File: config.mk
export PLATFORM = sky130hd
export DESIGN_NAME = mealy_11011_overlap
export DESIGN_NICKNAME = d
export VERILOG_FILES = /design/src/rtl/mealy_11011_pkg.sv /design/src/rtl/match_counter.sv /design/src/rtl/mealy_11011_overlap.sv
export SDC_FILE = /design/constraint.sdc
export NUM_CORES = 1
export LEC_CHECK = 0
export CORE_AREA = 10 10 47 49
export DETAILED_ROUTE_END_ITERATION = 12
export DIE_AREA = 0 0 57 59
export GPL_TIMING_DRIVEN = 0
export PLACE_DENSITY_LB_ADDON = 0.12
export SLEW_MARGIN = 10
export SYNTH_ARGS = -nofsm -noshare
export SYNTH_HDL_FRONTEND = slang
export SYNTH_SLANG_ARGS = --single-unit
File: constraint.sdc
create_clock -name clk -period 2.6 [get_ports clk]
set_input_delay 0.52 -clock clk [delete_from_list [all_inputs] [get_ports clk]]
set_output_delay 0.52 -clock clk [all_outputs]
set_load 0.005 [all_outputs]
File: src/rtl/mealy_11011_pkg.sv
// Shared types and constants for the 1-1-0-1-1 overlapping Mealy sequence detector.
package mealy_11011_pkg;

    typedef enum logic [2:0] {
        S0 = 3'd0,
        S1 = 3'd1,
        S2 = 3'd2,
        S3 = 3'd3,
        S4 = 3'd4
    } state_t;

    localparam logic [4:0]  SEQ     = 5'b11011;
    localparam int unsigned SEQ_LEN = 5;

endpackage

File: src/rtl/match_counter.sv
// Wrapping match counter; cleared asynchronously, counts cycles where inc_i is high.
module match_counter #(
    parameter int unsigned CNT_W = 8
) (
    input  logic             clk_i,
    input  logic             rst_i,
    input  logic             inc_i,
    output logic [CNT_W-1:0] count_o
);

    logic [CNT_W-1:0] count_q;
    logic [CNT_W-1:0] count_d;

    // Natural modulo-2^CNT_W wrap from the fixed-width add.
    always_comb begin
        count_d = count_q;
        if (inc_i) begin
            count_d = count_q + {{(CNT_W-1){1'b0}}, 1'b1};
        end
    end

    always_ff @(posedge clk_i or posedge rst_i) begin
        if (rst_i) begin
            count_q <= '0;
        end else begin
            count_q <= count_d;
        end
    end

    assign count_o = count_q;

endmodule

File: src/rtl/mealy_11011_overlap.sv
// Overlapping Mealy detector for serial pattern 1-1-0-1-1; d is combinational from state and n.
// Optional feature: define MATCH_COUNT_EN to add the CNT_W-bit match_count output.
module mealy_11011_overlap
    import mealy_11011_pkg::*;
#(
    parameter int unsigned CNT_W = 8
) (
    input  logic             clk,
    input  logic             rst,
    input  logic             n,
`ifdef MATCH_COUNT_EN
    output logic [CNT_W-1:0] match_count,
`endif
    output logic             d
);

    state_t state_q;
    state_t state_d;
    logic   n_bit;

    // Unknown serial input is treated as 0 for both transitions and output.
    always_comb begin
        n_bit = 1'b0;
        if (n) begin
            n_bit = 1'b1;
        end
    end

    always_comb begin
        state_d = S0;
        d       = 1'b0;
        case (state_q)
            S0: state_d = n_bit ? S1 : S0;
            S1: state_d = n_bit ? S2 : S0;
            S2: state_d = n_bit ? S2 : S3;
            S3: state_d = n_bit ? S4 : S0;
            S4: begin
                // A match leaves the trailing "11" as progress for the next pattern.
                state_d = n_bit ? S2 : S0;
                d       = n_bit;
            end
            default: state_d = S0;
        endcase
    end

    always_ff @(posedge clk or posedge rst) begin
        if (rst) begin
            state_q <= S0;
        end else begin
            state_q <= state_d;
        end
    end

`ifdef MATCH_COUNT_EN
    match_counter #(
        .CNT_W (CNT_W)
    ) u_match_counter (
        .clk_i   (clk),
        .rst_i   (rst),
        .inc_i   (d),
        .count_o (match_count)
    );
`endif

    cnt_w_legal_a: assert property (@(posedge clk) CNT_W >= 1);

endmodule

==> impl_metrics.env <==
export IMPL_fp_coreArea_mm2=0.00140
export IMPL_fin_skew_ps=1.42
export IMPL_cts_sinks=3
export IMPL_fin_nets=22
export IMPL_post_drt_wl_per_cell_um=8.97
export IMPL_cts_root_buf="clkbuf_4"
export IMPL_cts_tree="done"
export IMPL_fin_ws_ps=292
export IMPL_io_buffers=3
export IMPL_startpoint_type="input pin"
export IMPL_wl_met3_um=22
export IMPL_synth_main_ff_cell="dfrtp_1"
export IMPL_status="finished clean"
export IMPL_vias=122
export IMPL_yosysSeqAreaShare_pct=53.6
export IMPL_grt_pass1_wl_um=565
export IMPL_postCtsResizedCells=0
export IMPL_cp_required_ps=2080
export IMPL_crit_path_start="n"
export IMPL_cts_setup_buffers=0
export IMPL_routedLengthMet1_um=98
export IMPL_worstSetupPathType="input pin to output port"
export IMPL_drc=0
export IMPL_met2_length_um=157
export IMPL_synth_top_cell_area_share_pct=53.6
export IMPL_grt_max_degree=6
export IMPL_gp_congestion=0.653
export IMPL_synthDistinctLibCells=9
export IMPL_finalSetupTns_ps=0
export IMPL_power_mw=0.204
export IMPL_min_path_type="input pin to async pin"
export IMPL_diodes=0
export IMPL_finalMaxSlewViolations=0
export IMPL_ctsHoldBuffers=0
export IMPL_num_fill_cells=169
export IMPL_drive_gt1_share_pct=22.2
export IMPL_drt_wl_total_um=305
export IMPL_cp_arrival_ps=1790
export IMPL_die_w_um=57
export IMPL_syn_avg_cell_area_um2=12.7
export IMPL_gr_total_overflow=0
export IMPL_hold_violations=0
export IMPL_syn_cell_area_um2=140
export IMPL_final_min_clock_period_ps=2310
export IMPL_fin_crit_sh_pct=88.8
export IMPL_htree_levels=1
export IMPL_slew_headroom_pct=88.9
export IMPL_io_pins=4
export IMPL_dieHeight_um=59
export IMPL_top_layer="met4"
export IMPL_yosys_warnings=0
export IMPL_ctsLongestPathBuffers=2
export IMPL_cts_made_buffers=3
export IMPL_grt_setup_unrepaired="false"
export IMPL_synthTopCellsByArea="dfrtp_1 54%, and4bb_1 8.9%, and4bb_2 8.9%"
export IMPL_synth_edf_count=0
export IMPL_setup_viol=0
export IMPL_clk_latency_ps=230
export IMPL_powerDensity_mw_per_mm2=940
export IMPL_place_ws_ps=283
export IMPL_largestRegisters="state_q x3"
export IMPL_die_area_mm2=0.00336
export IMPL_power_leakage_nw=0.101
export IMPL_drt_iter0_drc=1
export IMPL_drt_first_pass_iters=3
export IMPL_rows=14
export IMPL_floorplan_initialDensity_pct=10.0
export IMPL_fmaxAchievable_mhz=433
export IMPL_yosysMostFrequentCell="dfrtp_1"
export IMPL_grt_antenna_before_repair=0
export IMPL_crit_path_end_kind="output port"
export IMPL_syn_to_final_growth_pct=54.5
export IMPL_synth_seq_cells=3
export IMPL_ir_worst_vdd_uv=313
export IMPL_grt_pass1_vias=127
export IMPL_postSynth_asyncResetShare_pct=100
export IMPL_r2r_start="state_q[1]"
export IMPL_tightest_slew_ps=166
export IMPL_syn_inst=11
export IMPL_cp_max_fo=4
export IMPL_syn_num_nets=14
export IMPL_largest_register="state_q"
export IMPL_clk_pin_slew_ps=40
export IMPL_largest_reg_flops=3
export IMPL_drv_cap=0
export IMPL_vias_per_cell=3.59
export IMPL_synth_area_leader_cell="dfrtp_1"
export IMPL_grtUsageTotal_pct=2.81
export IMPL_detail_route_antenna_nets=0
[placed cells by master, fill, tap and decap left out, drive strengths merged]
cell           n
clkbuf         4
clkdlybuf4s50  3
dfrtp          3
and4bb         2
nor2           1
a211o          1
and4b          1
xnor2          1
nor3           1
inv            1
[final cells by class]
cell class              count  area [µm²]  area share [%]
flip-flops and latches      3        75.1            34.7
multi-input cells           7        61.3            28.3
repair buffers              3        30.0            13.9
clock buffers               4        26.3            12.1
well taps                  16        20.0            9.25
inverters                   1        3.75            1.73
[where the power goes]
| group | switching [mW] | internal [mW] |
|---|---|---|
| combinational | 0.0130 | 0.0282 |
| clock | 0.0240 | 0.0575 |
| sequential | 0.0177 | 0.0631 |
[layer usage]
metal	vias to the layer above	global-route usage [%]
met2	6	3.26
met1	58	1.66
met3	2	3.22
met5	-	0
li1	56	-
met4	0	5.03
[path summary, 6_finish.rpt]
path | to | cells after the start | slack, ps
worst min register to register | state_q[0] | 1 | 490
worst max-delay path | d | 3 | 290
worst max register to register | state_q[1] | 2 | 1560
max in group asynchronous | state_q[1] | 2 | 2020
worst min-delay path | state_q[2] | 2 | 450
min in group clk | state_q[0] | 1 | 490
[worst max-delay path, cell delays in order]
cell	delay, ps
clkdlybuf4s50_1	520
and4bb_1	240
clkdlybuf4s50_1	510
[per-stage QoR]
step	cell area (µm²)	utilization [%]	cells	hold WS (ps)
floorplan	140	-	11	274
global placement	190	13.6	30	491
detailed placement	190	13.6	30	495
CTS	216	15.4	34	446
global route	216	15.4	34	443
finish	216	15.4	34	452
[kinds of logic (layout without fill, tap and decap cells)]
logic type,Yosys count,after routing,synth area share (%)
AND/OR/NAND/NOR,5,5,31.2
XOR/XNOR,1,1,6.25
buffers and inverters,1,8,2.68
AO/OA/AOI/OAI,1,1,6.25
flip-flops,3,3,53.6
(Power assumes the default switching activity.)
